===== config.mk =====
export PLATFORM = sky130hd
export DESIGN_NAME = hazard_ctl_flat
export DESIGN_NICKNAME = d
export VERILOG_FILES = /design/src/rtl/hazard_ctl_pkg.sv /design/src/rtl/hazard_ctl_if.sv /design/src/rtl/hazard_ctl_md_timer.sv /design/src/rtl/hazard_ctl.sv /design/src/flat_wrapper.sv
export SDC_FILE = /design/constraint.sdc
export NUM_CORES = 1
export LEC_CHECK = 0
export BUFFER_PORTS_ARGS = -buffer_cell sky130_fd_sc_hd__buf_4
export CAP_MARGIN = 20
export CORE_AREA = 2 2 59 61
export DETAILED_ROUTE_END_ITERATION = 8
export DIE_AREA = 0 0 61 63
export GPL_TIMING_DRIVEN = 0
export PLACE_DENSITY = 0.81
export SLEW_MARGIN = 30
export SYNTH_ARGS = -nofsm -noshare
export SYNTH_HDL_FRONTEND = slang
export SYNTH_SLANG_ARGS = --single-unit

===== constraint.sdc =====
create_clock -name clk -period 1.77 [get_ports clk]
set_input_delay 0.354 -clock clk [delete_from_list [all_inputs] [get_ports clk]]
set_output_delay 0.354 -clock clk [all_outputs]
set_load 0.05 [all_outputs]

===== src/rtl/hazard_ctl_pkg.sv =====
// Shared hazard-control definitions: FSM encodings, mul/div counter width
// and a saturating counter helper.
package hazard_ctl_pkg;

  localparam int MD_CNT_W    = 6;
  localparam int STALL_CNT_W = 16;

  typedef enum logic [1:0] {
    ST_RUN   = 2'd0,
    ST_DRAIN = 2'd1,
    ST_FLUSH = 2'd2
  } hz_state_e;

  function automatic logic [STALL_CNT_W-1:0] sat_inc16(input logic [STALL_CNT_W-1:0] v);
    logic [STALL_CNT_W-1:0] r;
    if (v == 16'hFFFF) begin
      r = v;
    end else begin
      r = v + 16'd1;
    end
    return r;
  endfunction

endpackage


===== src/rtl/hazard_ctl_if.sv =====
// Pipeline <-> hazard controller signal bundle; the pipeline is the master,
// hazard_ctl the slave.
interface hazard_ctl_if;
  logic [4:0]  id_rs_rn;
  logic [4:0]  id_rt_rn;
  logic        id_use_rs;
  logic        id_use_rt;
  logic        id_use_hilo;
  logic        ex_load;
  logic        ex_we;
  logic [4:0]  ex_wr_rn;
  logic        md_start;
  logic        mem_req;
  logic        mem_ready;
  logic        irq;
  logic        pause;
  logic        pc_hold;
  logic        id_hold;
  logic        ex_bubble;
  logic        irq_ack;
  logic        md_busy;
  logic [15:0] stall_cnt;

  modport master (
    output id_rs_rn, id_rt_rn, id_use_rs, id_use_rt, id_use_hilo,
           ex_load, ex_we, ex_wr_rn, md_start, mem_req, mem_ready, irq,
    input  pause, pc_hold, id_hold, ex_bubble, irq_ack, md_busy, stall_cnt
  );

  modport slave (
    input  id_rs_rn, id_rt_rn, id_use_rs, id_use_rt, id_use_hilo,
           ex_load, ex_we, ex_wr_rn, md_start, mem_req, mem_ready, irq,
    output pause, pc_hold, id_hold, ex_bubble, irq_ack, md_busy, stall_cnt
  );
endinterface


===== src/rtl/hazard_ctl_md_timer.sv =====
// Mul/div latency down-counter; keeps running while the pipeline is paused.
module md_timer
  import hazard_ctl_pkg::*;
#(
  parameter int MD_CYCLES = 32
) (
  input  logic clk,
  input  logic rst,
  input  logic md_start,
  output logic md_busy
);

  localparam logic [MD_CNT_W-1:0] MD_LOAD = MD_CNT_W'(MD_CYCLES);

  logic [MD_CNT_W-1:0] md_cnt_r;

  // Reload wins over the decrement so back-to-back ops restart the full latency.
  always_ff @(posedge clk or negedge rst) begin
    if (!rst) begin
      md_cnt_r <= {MD_CNT_W{1'b0}};
    end else if (md_start) begin
      md_cnt_r <= MD_LOAD;
    end else if (md_cnt_r != {MD_CNT_W{1'b0}}) begin
      md_cnt_r <= md_cnt_r - MD_CNT_W'(1);
    end else begin
      md_cnt_r <= md_cnt_r;
    end
  end

  assign md_busy = (md_cnt_r != {MD_CNT_W{1'b0}});

endmodule


===== src/rtl/hazard_ctl.sv =====
// Pipeline hazard controller: memory freeze, load-use and HI/LO interlocks,
// and interrupt drain/flush sequencing with a saturating stall counter.
module hazard_ctl
  import hazard_ctl_pkg::*;
#(
  parameter int MD_CYCLES = 32
) (
  input  logic        clk,
  input  logic        rst,
  hazard_ctl_if.slave hz
);

  hz_state_e              state_r;
  hz_state_e              state_nxt_s;
  logic                   mem_stall_s;
  logic                   load_use_s;
  logic                   hilo_stall_s;
  logic                   md_busy_s;
  logic                   flush_s;
  logic                   hold_s;
  logic [STALL_CNT_W-1:0] stall_cnt_r;

  assign mem_stall_s  = hz.mem_req & ~hz.mem_ready;
  assign load_use_s   = hz.ex_load & hz.ex_we & (hz.ex_wr_rn != 5'd0) &
                        ((hz.id_use_rs & (hz.id_rs_rn == hz.ex_wr_rn)) |
                         (hz.id_use_rt & (hz.id_rt_rn == hz.ex_wr_rn)));
  assign hilo_stall_s = md_busy_s & hz.id_use_hilo;

  md_timer #(.MD_CYCLES(MD_CYCLES)) u_md_timer (
    .clk      (clk),
    .rst      (rst),
    .md_start (hz.md_start),
    .md_busy  (md_busy_s)
  );

  // Interrupt sequencer state register.
  always_ff @(posedge clk or negedge rst) begin
    if (!rst) begin
      state_r <= ST_RUN;
    end else begin
      state_r <= state_nxt_s;
    end
  end

  // Next state; a dropped irq while draining abandons the request silently.
  always_comb begin
    state_nxt_s = state_r;
    flush_s     = 1'b0;
    case (state_r)
      ST_RUN: begin
        if (hz.irq) begin
          state_nxt_s = ST_DRAIN;
        end else begin
          state_nxt_s = ST_RUN;
        end
      end
      ST_DRAIN: begin
        if (!hz.irq) begin
          state_nxt_s = ST_RUN;
        end else if (!md_busy_s && !mem_stall_s && !load_use_s) begin
          state_nxt_s = ST_FLUSH;
        end else begin
          state_nxt_s = ST_DRAIN;
        end
      end
      ST_FLUSH: begin
        flush_s     = 1'b1;
        state_nxt_s = ST_RUN;
      end
      default: begin
        state_nxt_s = ST_RUN;
      end
    endcase
  end

  assign hold_s = mem_stall_s | load_use_s | hilo_stall_s | flush_s;

  // Stall statistics, saturating rather than wrapping.
  always_ff @(posedge clk or negedge rst) begin
    if (!rst) begin
      stall_cnt_r <= 16'd0;
    end else if (hold_s) begin
      stall_cnt_r <= sat_inc16(stall_cnt_r);
    end else begin
      stall_cnt_r <= stall_cnt_r;
    end
  end

  // While frozen no bubble is injected; it lands on the first unfrozen cycle.
  assign hz.pause     = mem_stall_s;
  assign hz.pc_hold   = hold_s;
  assign hz.id_hold   = hold_s;
  assign hz.ex_bubble = ~mem_stall_s & (load_use_s | hilo_stall_s | flush_s);
  assign hz.irq_ack   = flush_s;
  assign hz.md_busy   = md_busy_s;
  assign hz.stall_cnt = stall_cnt_r;

endmodule


===== src/flat_wrapper.sv =====
// flat-port wrapper written by rule: the top's interface ports become plain ports
module hazard_ctl_flat import hazard_ctl_pkg::*;
#(
  parameter int MD_CYCLES = 32
)
  (clk, rst, hz_id_rs_rn, hz_id_rt_rn, hz_id_use_rs, hz_id_use_rt, hz_id_use_hilo, hz_ex_load, hz_ex_we, hz_ex_wr_rn, hz_md_start, hz_mem_req, hz_mem_ready, hz_irq, hz_pause, hz_pc_hold, hz_id_hold, hz_ex_bubble, hz_irq_ack, hz_md_busy, hz_stall_cnt);
  hazard_ctl_if hz_i ();
  input  logic clk;
  input  logic rst;
  input wire logic [$bits(hz_i.id_rs_rn)-1:0] hz_id_rs_rn;
  input wire logic [$bits(hz_i.id_rt_rn)-1:0] hz_id_rt_rn;
  input wire logic [$bits(hz_i.id_use_rs)-1:0] hz_id_use_rs;
  input wire logic [$bits(hz_i.id_use_rt)-1:0] hz_id_use_rt;
  input wire logic [$bits(hz_i.id_use_hilo)-1:0] hz_id_use_hilo;
  input wire logic [$bits(hz_i.ex_load)-1:0] hz_ex_load;
  input wire logic [$bits(hz_i.ex_we)-1:0] hz_ex_we;
  input wire logic [$bits(hz_i.ex_wr_rn)-1:0] hz_ex_wr_rn;
  input wire logic [$bits(hz_i.md_start)-1:0] hz_md_start;
  input wire logic [$bits(hz_i.mem_req)-1:0] hz_mem_req;
  input wire logic [$bits(hz_i.mem_ready)-1:0] hz_mem_ready;
  input wire logic [$bits(hz_i.irq)-1:0] hz_irq;
  output wire logic [$bits(hz_i.pause)-1:0] hz_pause;
  output wire logic [$bits(hz_i.pc_hold)-1:0] hz_pc_hold;
  output wire logic [$bits(hz_i.id_hold)-1:0] hz_id_hold;
  output wire logic [$bits(hz_i.ex_bubble)-1:0] hz_ex_bubble;
  output wire logic [$bits(hz_i.irq_ack)-1:0] hz_irq_ack;
  output wire logic [$bits(hz_i.md_busy)-1:0] hz_md_busy;
  output wire logic [$bits(hz_i.stall_cnt)-1:0] hz_stall_cnt;
  assign hz_i.id_rs_rn = hz_id_rs_rn;
  assign hz_i.id_rt_rn = hz_id_rt_rn;
  assign hz_i.id_use_rs = hz_id_use_rs;
  assign hz_i.id_use_rt = hz_id_use_rt;
  assign hz_i.id_use_hilo = hz_id_use_hilo;
  assign hz_i.ex_load = hz_ex_load;
  assign hz_i.ex_we = hz_ex_we;
  assign hz_i.ex_wr_rn = hz_ex_wr_rn;
  assign hz_i.md_start = hz_md_start;
  assign hz_i.mem_req = hz_mem_req;
  assign hz_i.mem_ready = hz_mem_ready;
  assign hz_i.irq = hz_irq;
  assign hz_pause = hz_i.pause;
  assign hz_pc_hold = hz_i.pc_hold;
  assign hz_id_hold = hz_i.id_hold;
  assign hz_ex_bubble = hz_i.ex_bubble;
  assign hz_irq_ack = hz_i.irq_ack;
  assign hz_md_busy = hz_i.md_busy;
  assign hz_stall_cnt = hz_i.stall_cnt;
  hazard_ctl #(.MD_CYCLES(MD_CYCLES)) u_core (.clk(clk), .rst(rst), .hz(hz_i));
endmodule

# ---- After elaboration in Yosys (flattened, before gate mapping)
# Cells that the tools add are included.
dict set report totals {
  in_bits 26
  out_inout_bits 22
  reg_bits 24
  elab_cells 44
}
dict set report op_classes {
  reduce_logical 10
  n_eq_ne 5
  n_bitwise 17
  n_addsub 2
  mux 7
}
# cell count
set ops {}
lappend ops {{$add 16x1->16 const B} 1}
lappend ops {{$eq 16x16->1 const B} 1}
lappend ops {{$mux 6} 2}
lappend ops {{$eq 5x5->1} 2}
lappend ops {{$and 1x1->1} 8}
lappend ops {{$or 1x1->1} 6}
lappend ops {{$reduce_bool 6->1} 1}
lappend ops {{$sub 6x1->6 const B} 1}
lappend ops {{$reduce_bool 5->1} 1}
lappend ops {{$mux 2} 2}
lappend ops {{$pmux 2 s2} 1}
lappend ops {{$logic_not 1->1} 3}
lappend ops {{$not 1->1} 3}
lappend ops {{$eq 2x1->1 const B} 1}
lappend ops {{$eq 2x2->1 const B} 1}
lappend ops {{$logic_and 1x1->1} 2}
lappend ops {{$logic_not 2->1} 1}
lappend ops {{$mux 1} 2}
lappend ops {{$reduce_and 2->1} 1}
lappend ops {{$reduce_bool 2->1} 1}

# ---- Longest topological paths before layout
# Gate-level depths: netlist of the first run.
dict set report logic_depth {
  depth_word 9
  mapped_depth 9
  ltp_nobuf 8
}

# ---- Cells and area by module
# From an unflattened synthesis of the first run, not the netlist that was laid out.
dict set report unflattened {
  hier_cells 134
  area_unflattened_um2 1366.3
}
# mod instances area_each_um2 seq_area_each_um2 cells_each
set modules_own_cells {}
lappend modules_own_cells {hazard_ctl 1 1029.7 450.4 102}
lappend modules_own_cells {md_timer 1 336.6 150.1 32}

# ---- Worst setup path after synthesis of the first run
# No wires, ideal clock.
dict set report synth_path {
  path_type {register -> output}
  start {register u_core.u_md_timer.md_cnt_r[3]}
  end {output port hz_pc_hold}
  t_arrival_ns 2.296
  t_required_ns 1.416
  path_slack_ns -0.880
  path_buffers 1
  path_stages_with_launch 7
  path_cell_list {dfrtp_1 -> or3_4 -> nor3b_4 -> inv_2 -> a21oi_4 -> nand3_1 -> buf_4}
}
dict set report synth_via {
  elab_chain_len 4
}
# element line
set synth_lines {}
lappend synth_lines {{start, declared} hazard_ctl_md_timer.sv:15} ;# logic [MD_CNT_W-1:0] md_cnt_r;
lappend synth_lines {{start signal, assigned} hazard_ctl_md_timer.sv:20} ;# md_cnt_r <= {MD_CNT_W{1'b0}};
lappend synth_lines {{start signal, assigned} hazard_ctl_md_timer.sv:24} ;# md_cnt_r <= md_cnt_r - MD_CNT_W'(1);
lappend synth_lines {{start signal, assigned} hazard_ctl_md_timer.sv:26} ;# md_cnt_r <= md_cnt_r;
lappend synth_lines {{$reduce_bool 6->1} hazard_ctl_md_timer.sv:30} ;# assign md_busy = (md_cnt_r != {MD_CNT_W{1'b0}});
lappend synth_lines {{named net hz_md_busy} flat_wrapper.sv:27} ;# output wire logic [$bits(hz_i.md_busy)-1:0] hz_md_busy;
lappend synth_lines {{$and 1x1->1} hazard_ctl.sv:27} ;# assign hilo_stall_s = md_busy_s & hz.id_use_hilo;
lappend synth_lines {{$or 1x1->1 (2 in a row)} hazard_ctl.sv:76} ;# assign hold_s = mem_stall_s | load_use_s | hilo_stall_s | flush_s;
lappend synth_lines {{end, declared} flat_wrapper.sv:23} ;# output wire logic [$bits(hz_i.pc_hold)-1:0] hz_pc_hold;
# The timed path passes the listed nets, and every way through them passes these cells.

# ---- Worst setup path after layout of the first run
dict set report layout_path {
  start {register u_core.u_md_timer.md_cnt_r[3]}
  end {output port hz_pc_hold}
}
dict set report layout_via {
  elab_chain_len 4
}
# element line
set layout_lines {}
lappend layout_lines {{$reduce_bool 6->1} hazard_ctl_md_timer.sv:30}
lappend layout_lines {{$and 1x1->1} hazard_ctl.sv:27}
lappend layout_lines {{$or 1x1->1 (2 in a row)} hazard_ctl.sv:76}
# No other way between the ends.

==> results of run 1 <==
[stage by stage]
step           hold slack, ns  area (um2)  setup TNS, ns
6_report               0.2305        2002         -6.559
5_1_grt                0.2261        2002         -8.598
3_3_place_gp           0.2628        1837         -6.320
2_1_floorplan         0.05841        1426         -5.069
4_1_cts                0.2230        1987         -6.567
3_5_place_dp           0.2693        1837         -8.175
[registers in the layout, indices dropped and copies added, names as in the netlist]
register	flops
u_core.hz.stall_cnt	16
u_core.state_r	2
u_core.u_md_timer.md_cnt_r	6
[critical path, stage by stage (launching register included)]
cell and delay, ns:
sky130_fd_sc_hd__dfrtp_1 0.41, sky130_fd_sc_hd__or3_4 0.41, sky130_fd_sc_hd__nor3b_4 0.26, sky130_fd_sc_hd__inv_4 0.06, sky130_fd_sc_hd__a21oi_4 0.16, sky130_fd_sc_hd__nand3_4 0.11
sky130_fd_sc_hd__buf_6 0.14, sky130_fd_sc_hd__buf_8 0.14
[cells by family (layout without fill, tap and decap cells)]
family	after synthesis	in the layout	synth area share, %
simple gates	51	51	21.93
fa+ha+maj	3	3	2.776
mux	3	3	2.498
compound gates	9	9	7.587
xor+xnor	27	27	17.48
buf+inv	9	71	3.330
flops	24	24	44.40
[worst min path at each step]
| stage | end | slack (ns) | cells after the start |
|---|---|---|---|
| 5_1_grt | u_core.u_md_timer.md_cnt_r[2]$_DFFE_PN0P_ | 0.23 | 2 |
| 3_5_place_dp | u_core.u_md_timer.md_cnt_r[5]$_DFFE_PN0P_ | 0.27 | 1 |
| 4_1_cts | u_core.u_md_timer.md_cnt_r[0]$_DFFE_PN0P_ | 0.22 | 2 |
| 3_3_place_gp | u_core.u_md_timer.md_cnt_r[5]$_DFFE_PN0P_ | 0.26 | 1 |
| 2_1_floorplan | u_core.hz.stall_cnt[0]$_DFFE_PN0P_ | 0.06 | 0 |
| 6_report | u_core.u_md_timer.md_cnt_r[0]$_DFFE_PN0P_ | 0.23 | 2 |
[cell usage in the layout (no fill, tap or decap), types with 2 or more instances in the layout]
master / synthesis / layout
sky130_fd_sc_hd__xnor2_1: 23 / 23
sky130_fd_sc_hd__nand2_1: 13 / 9
sky130_fd_sc_hd__and4_1: 2 / 2
sky130_fd_sc_hd__nand3_2: 1 / 4
sky130_fd_sc_hd__nand4_1: 7 / 7
sky130_fd_sc_hd__xor2_1: 4 / 4
sky130_fd_sc_hd__buf_8: 0 / 2
sky130_fd_sc_hd__buf_4: 1 / 53
sky130_fd_sc_hd__dfrtp_1: 24 / 18
sky130_fd_sc_hd__ha_1: 3 / 3
sky130_fd_sc_hd__dfrtp_2: 0 / 6
sky130_fd_sc_hd__inv_1: 5 / 5
sky130_fd_sc_hd__clkbuf_4: 0 / 4
sky130_fd_sc_hd__mux2_2: 3 / 3
sky130_fd_sc_hd__nand2_2: 0 / 4
sky130_fd_sc_hd__nor2_1: 5 / 5
sky130_fd_sc_hd__and3_1: 8 / 5
sky130_fd_sc_hd__nor3_1: 2 / 2
sky130_fd_sc_hd__and3_4: 0 / 3
sky130_fd_sc_hd__buf_6: 1 / 4
[metal layers]
metal  global-route usage, %  wire length (um)
met3                   3.106               224
met2                   33.47              1779
met5                       0                 0
met1                   23.58              1351
met4                   4.076                41
[layout make-up]
| class | count | share of cell area (%) |
|---|---|---|
| clock buffer | 3 | 1.125 |
| inverter | 6 | 1.250 |
| timing repair buffer | 59 | 24.44 |
| buffer | 3 | 1.688 |
| sequential | 24 | 30.37 |
| multi-input combinational | 93 | 38.25 |
| tap | 46 | 2.875 |
[power breakdown]
group / switching, uW / leakage, uW / internal [uW]
clock network: 155 / 0.0000138 / 79.6
logic: 720 / 0.000615 / 555
registers: 150 / 0.000304 / 692
[repair_timing]
item                                   in CTS  in global routing
cloned                                      1                  0
pin swaps                                   3                  2
setup buffers                               9                  1
endpoints found under the hold margin      24                  0
setup endpoints to repair                  20                 20
gates resized for setup                     5                  2
hold buffers                                1                  0
==> reports/qor_table.md, run 1 <==
| Item | This run |
| --- | --- |
| Outcome | finished, violations left |
| Violations in the final reports | setup timing |
| Async SR Flop Fraction | 100.0% |
| Total DRC errors in the routed layout | 0 |
| Width of the chip | 61 um |
| CTS max path bufs | 2 |
| Fraction of the yosys area taken by sequential cells | 44.40% |
| Number of buffers inserted during clock tree synthesis | 3 |
| Startpoint of the lowest-slack hold path | hz_md_start |
| Port Buffers | 47 |
| Maximum number of pins on one net before global-route repair | 25 |
| Gr ovfl total | 0 |
| Die height | 63 um |
| Final WS setup | -0.5753 ns |
| Combined area of the multi-input logic cells | 765.7 um2 |
| CTS tree | done |
| Clock insertion delay at the later pin of the skew report | 0.31 ns |
| Critical Path End Type | output pin |
| Power density normalized to cell area | 1174 mW/mm2 |
| Placer's final routability congestion estimate | 0.7721 |
| Drt wl/cell | 14.51 um |
| Number of max-cap violations | 0 |
| Maximum fanout along the worst path | 3 |
| Vias after detailed routing | 1185 |
| First-pass GRT wire length | 5.575 mm |
| Boundary pin count | 48 |
| End of the worst register-to-register path | u_core.hz.stall_cnt[12]$_DFFE_PN0P_ |
| Count of endpoints failing setup in the final report | 20 |
| Launch point of the worst path | u_core.u_md_timer.md_cnt_r[3]$_DFFE_PN0P_ |
| Ranking of synthesized cells by instance count | sky130_fd_sc_hd__dfrtp_1 (24), sky130_fd_sc_hd__xnor2_1 (23), sky130_fd_sc_hd__nand2_1 (13), sky130_fd_sc_hd__and3_1 (8), sky130_fd_sc_hd__nand4_1 (7) |
| Post-synth EDFFs | 0 |
| H-tree depth reported by CTS | 1 |
| Synth area leaders | sky130_fd_sc_hd__dfrtp_1 (44%), sky130_fd_sc_hd__xnor2_1 (15%), sky130_fd_sc_hd__and3_1 (3.7%), sky130_fd_sc_hd__nand2_1 (3.6%), sky130_fd_sc_hd__nand4_1 (3.2%) |
| Slew at the pin with the worst max-slew slack | 0.3070 ns |
| RR Startpoint | u_core.u_md_timer.md_cnt_r[3]$_DFFE_PN0P_ |
| Final Non-Filler Cells | 234 |
| Number of pins with negative max-slew slack in the final report | 0 |
| Detailed Route WL | 3.396 mm |
| Area fraction of the dominant cell type after synthesis | 44.40% |
| Mean instance size in the synthesized netlist | 10.73 um2 |
| Post-Route Utilization | 61.94% |
| Main synth FF type | sky130_fd_sc_hd__dfrtp_1 |
| FILL cells | 295 |
| Ratio of final minimum period to clock period | 132.5% |
| Number of clock sinks seen by CTS | 24 |
| PnR Total Power | 2350 uW |
| Combined global-route utilization of all metal layers | 18.95% |
| Data arrival, critical path | 1.99 ns |
| Via density per instance | 5.064 |
| Combined area of all synthesized cells | 0.001353 mm2 |
| Std-Cell Core Area | 0.003232 mm2 |
| Starting utilization of the core area | 41.85% |
| Number of nets in the finished design | 219 |
| Distinct cells, synth | 34 |
| Syn_nets | 155 |
| Relative max-transition margin | 79.53% |
| Setup Slack @ Placement | -0.5201 ns |
| Drt initial violations | 16 |
| Leakage power | 0.0009321 uW |
| Half-perimeter wire length of the detailed placement result | 2.568 mm |
| Rows | 21 |
| Number of placed instances with taps included | 219 |
| Dominant cell by count in the synthesized netlist | sky130_fd_sc_hd__dfrtp_1 |
| Clock tree root buffer cell | sky130_fd_sc_hd__clkbuf_4 |
| Synth Register Bits | 24 |
| Maximum achievable frequency | 426.4 MHz |
| Number of instances in the synthesized netlist | 126 |
| Warning count from the yosys run | 0 |
| Class of the most critical hold timing path | in2reg |
| Cell type with the highest aggregate area in the netlist | sky130_fd_sc_hd__dfrtp_1 |
| Min Tclk post-route | 2.345 ns |
| Setup CP Type | reg2out |
| Router iterations before antenna repair | 3 |
| Total Die Area | 0.003843 mm2 |
| Worst R2R Path Depth | 9 |
| Register-to-Register Setup Slack | -0.38 ns |
| Data required time of the worst path | 1.42 ns |
| Startpoint kind of the worst setup timing path | flip-flop |
| RSZ-0062 raised after global routing | true |
| Count of antenna-violating nets left after detailed routing | 0 |
| Number of global-route vias before repair | 1232 |
| Crit path to | hz_pc_hold |
| Total area of sequential cells | 608.1 um2 |
| Final antenna diode count | 0 |
| Area growth, synth to finish | 48.01% |
| Share of cells above drive strength 1 | 49.47% |
| Worst Clk Skew | 0.001234 ns |
| Hold Fails Final Rpt | 0 |
| Peak ir drop on the vdd network | 1.074 mV |
| Number of antenna violations at the first check in global routing | 0 |
| Reg clk slew, reported paths | 0.12 ns |
(Power assumes the default switching activity.)
==> run 2, diff against run 1 <==
==> constraint.sdc (replaced) <==
create_clock -name clk -period 1.77 [get_ports clk]
set_input_delay 0.354 -clock clk [delete_from_list [all_inputs] [get_ports clk]]
set_output_delay 0.354 -clock clk [all_outputs]
set_load 0.01 [all_outputs]
==> run 2 against run 1 <==
  * The run still ends with setup timing left
  * Final area decreased by 0.12%
  * Clock skew increased by 0.015 ns
  * Largest power group unchanged
  * Critical path depth unchanged
  * Global-route usage is essentially flat
  * Fmax increased by 1.7%
  * Flip-flop and latch count is the same
  * First-iteration DRC count is 6.3% higher
  * Sequential power fell by 5.0%
  * Via count increased by 4.9%
==> reports/qor_table.md, run 2 (synthesized netlist as in run 1, its figures left out) <==
| Item | This run |
| --- | --- |
| Number of max-cap violations | 0 |
| Final antenna diode count | 0 |
| Data required time of the worst path | 1.42 ns |
| Via density per instance | 5.179 |
| Violations in the final reports | setup timing |
| Detailed-routed wire length on met3 | 286 um |
| Number of global-route vias before repair | 1231 |
| Number of antenna violations at the first check in global routing | 0 |
| Final WS setup | -0.5361 ns |
| Count of antenna-violating nets left after detailed routing | 0 |
| H-tree depth reported by CTS | 1 |
| Port Buffers | 47 |
| Startpoint kind of the worst setup timing path | flip-flop |
| Max FFs per register | 16 |
| Hold Fails Final Rpt | 0 |
| Maximum achievable frequency | 433.6 MHz |
| Half-perimeter wire length of the detailed placement result | 2.396 mm |
| Share of cells above drive strength 1 | 46.39% |
| Number of pins with negative max-slew slack in the final report | 0 |
| Crit path to | hz_pc_hold |
| Class of the most critical hold timing path | in2reg |
| Placer's final routability congestion estimate | 0.8091 |
| Std-Cell Core Area | 0.003232 mm2 |
| Sequential fraction of design power | 38.5% |
| Total met2 wirelength after detailed routing | 1.768 mm |
| Highest metal layer with signal wires | met4 |
| Design area | 0.001999 mm2 |
| Internal power component | 1330 uW |
| Worst R2R Path Depth | 10 |
| Ratio of final minimum period to clock period | 130.3% |
| Rows | 21 |
| Register-to-Register Setup Slack | -0.39 ns |
| Drt wl/cell | 14.48 um |
| Peak ir drop on the vdd network | 0.6259 mV |
| Power share of the combinational group | 49.2% |
| Launch point of the worst path | u_core.u_md_timer.md_cnt_r[4]$_DFFE_PN0P_ |
| Count of endpoints failing setup in the final report | 20 |
| Maximum number of pins on one net before global-route repair | 25 |
| Critical Path End Type | output pin |
| Fraction of power consumed by the clock network | 12.2% |
| Clock tree root buffer cell | sky130_fd_sc_hd__clkbuf_4 |
| Reg clk slew, reported paths | 0.14 ns |
| Router iterations before antenna repair | 4 |
| Data arrival, critical path | 1.95 ns |
| Min Tclk post-route | 2.306 ns |
| Die height | 63 um |
| Clock insertion delay at the later pin of the skew report | 0.33 ns |
| Number of nets in the finished design | 224 |
| Starting utilization of the core area | 41.85% |
| CTS tree | done |
| Slew at the pin with the worst max-slew slack | 0.3187 ns |
| Power density normalized to cell area | 1038 mW/mm2 |
| End of the worst register-to-register path | u_core.hz.stall_cnt[6]$_DFFE_PN0P_ |
| Width of the chip | 61 um |
| Drt initial violations | 17 |
| Detailed Route WL | 3.474 mm |
| Gr ovfl total | 0 |
| Vias after detailed routing | 1243 |
| Total Die Area | 0.003843 mm2 |
| Highest-count cells in the layout ignoring fill and taps | sky130_fd_sc_hd__buf_4 (58), sky130_fd_sc_hd__dfrtp_1 (23), sky130_fd_sc_hd__xnor2_1 (22) |
| Switching power total | 744.7 uW |
| Post-Route Utilization | 61.87% |
| Combined global-route utilization of all metal layers | 18.94% |
| Outcome | finished, violations left |
| Leakage power | 0.0009604 uW |
| RSZ-0062 raised after global routing | true |
| Relative max-transition margin | 78.75% |
| PnR Total Power | 2075 uW |
| Setup CP Type | reg2out |
| Worst Clk Skew | 0.01612 ns |
| Met1 Routed Length | 1.374 mm |
| Maximum fanout along the worst path | 3 |
| Area post-placement | 0.001802 mm2 |
| Total DRC errors in the routed layout | 0 |
| CTS max path bufs | 2 |
| Boundary pin count | 48 |
| Fraction of power spent switching nets | 35.90% |
| First-pass GRT wire length | 5.526 mm |
| Number of clock sinks seen by CTS | 24 |
| Area growth, synth to finish | 47.83% |
| RR Startpoint | u_core.u_md_timer.md_cnt_r[4]$_DFFE_PN0P_ |
| Leading cell type in the layout, fill and taps excluded | sky130_fd_sc_hd__buf_4 |
| Number of buffers inserted during clock tree synthesis | 3 |
-- run 2: worst min path at each step --
| stage | start | endpoint | slack, ns | cells after the start |
|---|---|---|---|---|
| after floorplan | rst | u_core.hz.stall_cnt[0]$_DFFE_PN0P_ | 0.06 | 0 |
| after global placement | rst | u_core.hz.stall_cnt[7]$_DFFE_PN0P_ | 0.26 | 1 |
| after detailed placement | rst | u_core.hz.stall_cnt[6]$_DFFE_PN0P_ | 0.27 | 1 |
| after CTS | hz_md_start | u_core.u_md_timer.md_cnt_r[0]$_DFFE_PN0P_ | 0.21 | 2 |
| after global routing | hz_md_start | u_core.u_md_timer.md_cnt_r[4]$_DFFE_PN0P_ | 0.21 | 2 |
| final | hz_md_start | u_core.u_md_timer.md_cnt_r[0]$_DFFE_PN0P_ | 0.22 | 2 |
-- run 2: power by group through the flow --
stage                     sequential (uW)  combinational [uW]  clock, uW
after floorplan                       857                 481          0
after detailed placement              847                 800          0
after global placement                839                 762          0
after global routing                  817                1110        282
final                                 800                1020        254
after CTS                             791                 996        260
-- run 2: critical path, stage by stage (launching register included) --
cell and delay, ns:
sky130_fd_sc_hd__dfrtp_1 0.42, sky130_fd_sc_hd__or3_4 0.39, sky130_fd_sc_hd__nor3b_4 0.23, sky130_fd_sc_hd__inv_2 0.08, sky130_fd_sc_hd__a21oi_4 0.16, sky130_fd_sc_hd__nand3_4 0.11, sky130_fd_sc_hd__buf_6 0.14, sky130_fd_sc_hd__buf_6 0.11
-- run 2: timing repair --
item                                    CTS  global route
buffers inserted                         13             3
pin swaps                                 5             5
gates cloned                              1             0
hold buffers                              1             0
endpoints found under the setup margin   20            20
gates resized for setup                   7             4
endpoints found under the hold margin    24             0
-- run 2: metrics by stage --
| stage | hold WS, ns | cells | TNS, ns | worst slack, ns |
|---|---|---|---|---|
| after global placement | 0.2612 | 219 | -5.403 | -0.3817 |
| after detailed placement | 0.2678 | 219 | -6.662 | -0.4385 |
| after floorplan | 0.05841 | 126 | -2.714 | -0.2267 |
| after global routing | 0.2124 | 240 | -9.481 | -0.6309 |
| final | 0.2222 | 240 | -7.484 | -0.5361 |
| after CTS | 0.2071 | 238 | -6.704 | -0.5324 |
-- run 2: cell type report --
type / instances / area, um2
inverter: 6 / 22.52
tap: 46 / 57.56
timing repair buffer: 64 / 501.7
multi-input combinational: 93 / 762.0
clock buffer: 4 / 26.28
sequential: 24 / 601.8
fill: 272 / 1232
buffer: 3 / 27.53
-- run 2: routing by layer --
metal / up-vias / GRT usage (%)
li1: 569 / -
met1: 617 / 21.84
met2: 50 / 32.93
met3: 7 / 5.797
met4: 0 / 5.163
met5: - / 0
==> run 3, diff against run 2 <==
--- a/config.mk
+++ b/config.mk
@@ -12,6 +12,7 @@
 export DIE_AREA = 0 0 61 63
 export GPL_TIMING_DRIVEN = 0
 export PLACE_DENSITY = 0.81
+export SETUP_SLACK_MARGIN = 0.5
 export SLEW_MARGIN = 30
 export SYNTH_ARGS = -nofsm -noshare
 export SYNTH_HDL_FRONTEND = slang
==> run 3 against run 2 <==
  * The flow still finishes with violations (setup timing)
  * Die area unchanged
  * Worst hold slack got worse by 0.0063 ns
  * Non-clock buffer count increased by 4
  * Count of clock-buffer cells in the layout unchanged
  * Clock skew decreased by 0.013 ns
  * Fmax about the same
  * Power increased by 9.8%
  * First-iteration DRC count increased to 2.9 times the previous value
  * Critical path type unchanged
  * Critical endpoint unchanged
  * Largest power group unchanged
  * Highest routed layer unchanged
==> reports/qor_table.md, run 3 (synthesized netlist as in run 1, its figures left out) <==
| Item | This run |
| --- | --- |
| Clock insertion delay at the later pin of the skew report | 0.32 ns |
| Cell type with the highest occurrence count on the critical path | sky130_fd_sc_hd__buf_6 |
| Startpoint kind of the worst setup timing path | flip-flop |
| Clock tree root buffer cell | sky130_fd_sc_hd__clkbuf_4 |
| Drt initial violations | 49 |
| Ratio of final minimum period to clock period | 130.2% |
| Highest-count cells in the layout ignoring fill and taps | sky130_fd_sc_hd__buf_4 (41), sky130_fd_sc_hd__buf_6 (28), sky130_fd_sc_hd__xnor2_1 (22) |
| Worst R2R Path Depth | 10 |
| Fraction of power spent switching nets | 35.26% |
| Reg clk slew, reported paths | 0.13 ns |
| Min Tclk post-route | 2.304 ns |
| Final antenna diode count | 0 |
| Leakage power | 0.001023 uW |
| Vias after detailed routing | 1244 |
| Combined global-route utilization of all metal layers | 19.17% |
| CTS max path bufs | 2 |
| Count of endpoints failing setup in the final report | 20 |
| Family with the most delay on the worst path | simple AND/OR/NAND/NOR gates |
| Die height | 63 um |
| Number of buffers inserted during clock tree synthesis | 3 |
| RR Startpoint | u_core.u_md_timer.md_cnt_r[2]$_DFFE_PN0P_ |
| Port Buffers | 47 |
| Via density per instance | 5.098 |
| Total DRC errors in the routed layout | 0 |
| Post-Route Utilization | 67.56% |
| Number of placed instances with taps included | 219 |
| Width of the chip | 61 um |
| Largest stage delay on the critical path | 0.41 ns |
| Number of stages on the worst setup path | 7 |
| Master of the slowest instance on the critical path | sky130_fd_sc_hd__or3_4 |
| Sequential fraction of design power | 36.6% |
| Placer's final routability congestion estimate | 0.7955 |
| Number of max-cap violations | 0 |
| Maximum number of pins on one net before global-route repair | 25 |
| Relative max-transition margin | 79.53% |
| Drt wl/cell | 14.92 um |
| Half-perimeter wire length of the detailed placement result | 2.392 mm |
| Peak ir drop on the vdd network | 0.8404 mV |
| RSZ-0062 raised after global routing | true |
| Maximum achievable frequency | 433.9 MHz |
| Starting utilization of the core area | 41.85% |
| Gr ovfl total | 0 |
| H-tree depth reported by CTS | 1 |
| Critical Path End Type | output pin |
| Fraction of power consumed by the clock network | 12.9% |
| Power share of the combinational group | 50.5% |
| Area growth, synth to finish | 61.42% |
| Hold Fails Final Rpt | 0 |
| Final Non-Filler Cells | 244 |
| Count of antenna-violating nets left after detailed routing | 0 |
| Switching power total | 803.5 uW |
| Startpoint of the lowest-slack hold path | hz_md_start |
| Max FFs per register | 16 |
| FILL cells | 239 |
| Number of antenna violations at the first check in global routing | 0 |
| Launch point of the worst path | u_core.u_md_timer.md_cnt_r[2]$_DFFE_PN0P_ |
| Final WS setup | -0.5344 ns |
| Crit path to | hz_pc_hold |
| End of the worst register-to-register path | u_core.hz.stall_cnt[7]$_DFFE_PN0P_ |
| Internal power component | 1475 uW |
| Leading cell type in the layout, fill and taps excluded | sky130_fd_sc_hd__buf_4 |
| Final-layout setup total negative slack | -6.649 ns |
| Register-to-Register Setup Slack | -0.39 ns |
| Total Die Area | 0.003843 mm2 |
| Setup CP Type | reg2out |
| Power density normalized to cell area | 1044 mW/mm2 |
| Share of cells above drive strength 1 | 55.05% |
| Slew at the pin with the worst max-slew slack | 0.3071 ns |
| Std-Cell Core Area | 0.003232 mm2 |
| Rows | 21 |
| Number of buffer and inverter stages on the critical path | 3 |
| Outcome | finished, violations left |
| Class of the most critical hold timing path | in2reg |
| Number of clock sinks seen by CTS | 24 |
| Data required time of the worst path | 1.42 ns |
| CTS tree | done |
| Maximum fanout along the worst path | 3 |
| Series of cell instances along the critical path | or3_4, nor3b_4, inv_2, a21oi_4, nand3_4, buf_6, buf_6 |
| Data arrival, critical path | 1.95 ns |
| Number of nets in the finished design | 228 |
| Worst Clk Skew | 0.002971 ns |
| Number of global-route vias before repair | 1242 |
| Number of pins with negative max-slew slack in the final report | 0 |
| First-pass GRT wire length | 5.651 mm |
| Violations in the final reports | setup timing |
| Detailed Route WL | 3.640 mm |
| Router iterations before antenna repair | 4 |
| Boundary pin count | 48 |
run 3: through the flow:
| step | setup slack (ns) | area [um2] | total power (uW) | hold WS, ns |
|---|---|---|---|---|
| 2_1_floorplan | -0.2264 | 1395 | 1338 | 0.05841 |
| 3_3_place_gp | -0.4118 | 1805 | 1610 | 0.2621 |
| 3_5_place_dp | -0.4423 | 1805 | 1658 | 0.2649 |
| 4_1_cts | -0.5332 | 2049 | 2169 | 0.2137 |
| 5_1_grt | -0.6225 | 2183 | 2414 | 0.2023 |
| 6_report | -0.5344 | 2183 | 2279 | 0.2159 |
run 3: power groups by stage:
stage | Clock (uW) | Combinational, uW | Sequential [uW]
after floorplan | 0 | 482 | 857
after detailed placement | 0 | 809 | 849
final | 294 | 1150 | 835
after CTS | 296 | 1050 | 819
after global routing | 320 | 1240 | 855
after global placement | 0 | 769 | 841
run 3: repair_timing:
action                     in CTS  in global routing
gates cloned                    1                  0
buffers inserted               13                  6
pin swaps                       4                  7
hold endpoints to repair       24                  0
setup endpoints to repair      41                 45
resized for setup              25                 25
hold buffers                    1                  0
run 3: cell type report:
cell class | instances | area (um2) | share of cell area, %
tap | 46 | 57.56 | 2.636
sequential | 24 | 609.3 | 27.91
timing repair buffer | 68 | 610.6 | 27.97
multi-input combinational | 93 | 819.5 | 37.54
clock buffer | 4 | 36.28 | 1.662
buffer | 3 | 27.53 | 1.261
inverter | 6 | 22.52 | 1.032
run 3: worst min-delay path by stage:
stage                                                end  cells after the start
2_1_floorplan         u_core.hz.stall_cnt[0]$_DFFE_PN0P_                      0
3_3_place_gp          u_core.hz.stall_cnt[7]$_DFFE_PN0P_                      1
3_5_place_dp          u_core.hz.stall_cnt[7]$_DFFE_PN0P_                      1
4_1_cts        u_core.u_md_timer.md_cnt_r[1]$_DFFE_PN0P_                      2
5_1_grt        u_core.u_md_timer.md_cnt_r[1]$_DFFE_PN0P_                      2
6_report       u_core.u_md_timer.md_cnt_r[1]$_DFFE_PN0P_                      2
run 3: worst reg2reg max path: stages (launching register included):
cell,delay [ns]
sky130_fd_sc_hd__dfrtp_1,0.40
sky130_fd_sc_hd__or3_4,0.41
sky130_fd_sc_hd__nor3b_4,0.21
sky130_fd_sc_hd__inv_2,0.08
sky130_fd_sc_hd__a21oi_4,0.17
sky130_fd_sc_hd__buf_4,0.14
sky130_fd_sc_hd__buf_4,0.10
sky130_fd_sc_hd__a31oi_4,0.11
sky130_fd_sc_hd__buf_6,0.16
sky130_fd_sc_hd__and3_1,0.14
sky130_fd_sc_hd__xor2_1,0.13
run 3: per-layer routing:
metal  GRT usage, %  routed length, um  vias up
li1               -                  -      584
met1          23.91               1365      632
met2          32.53               2142       19
met3          4.141                 78        9
met4          5.435                 54        0
met5              0                  0        -
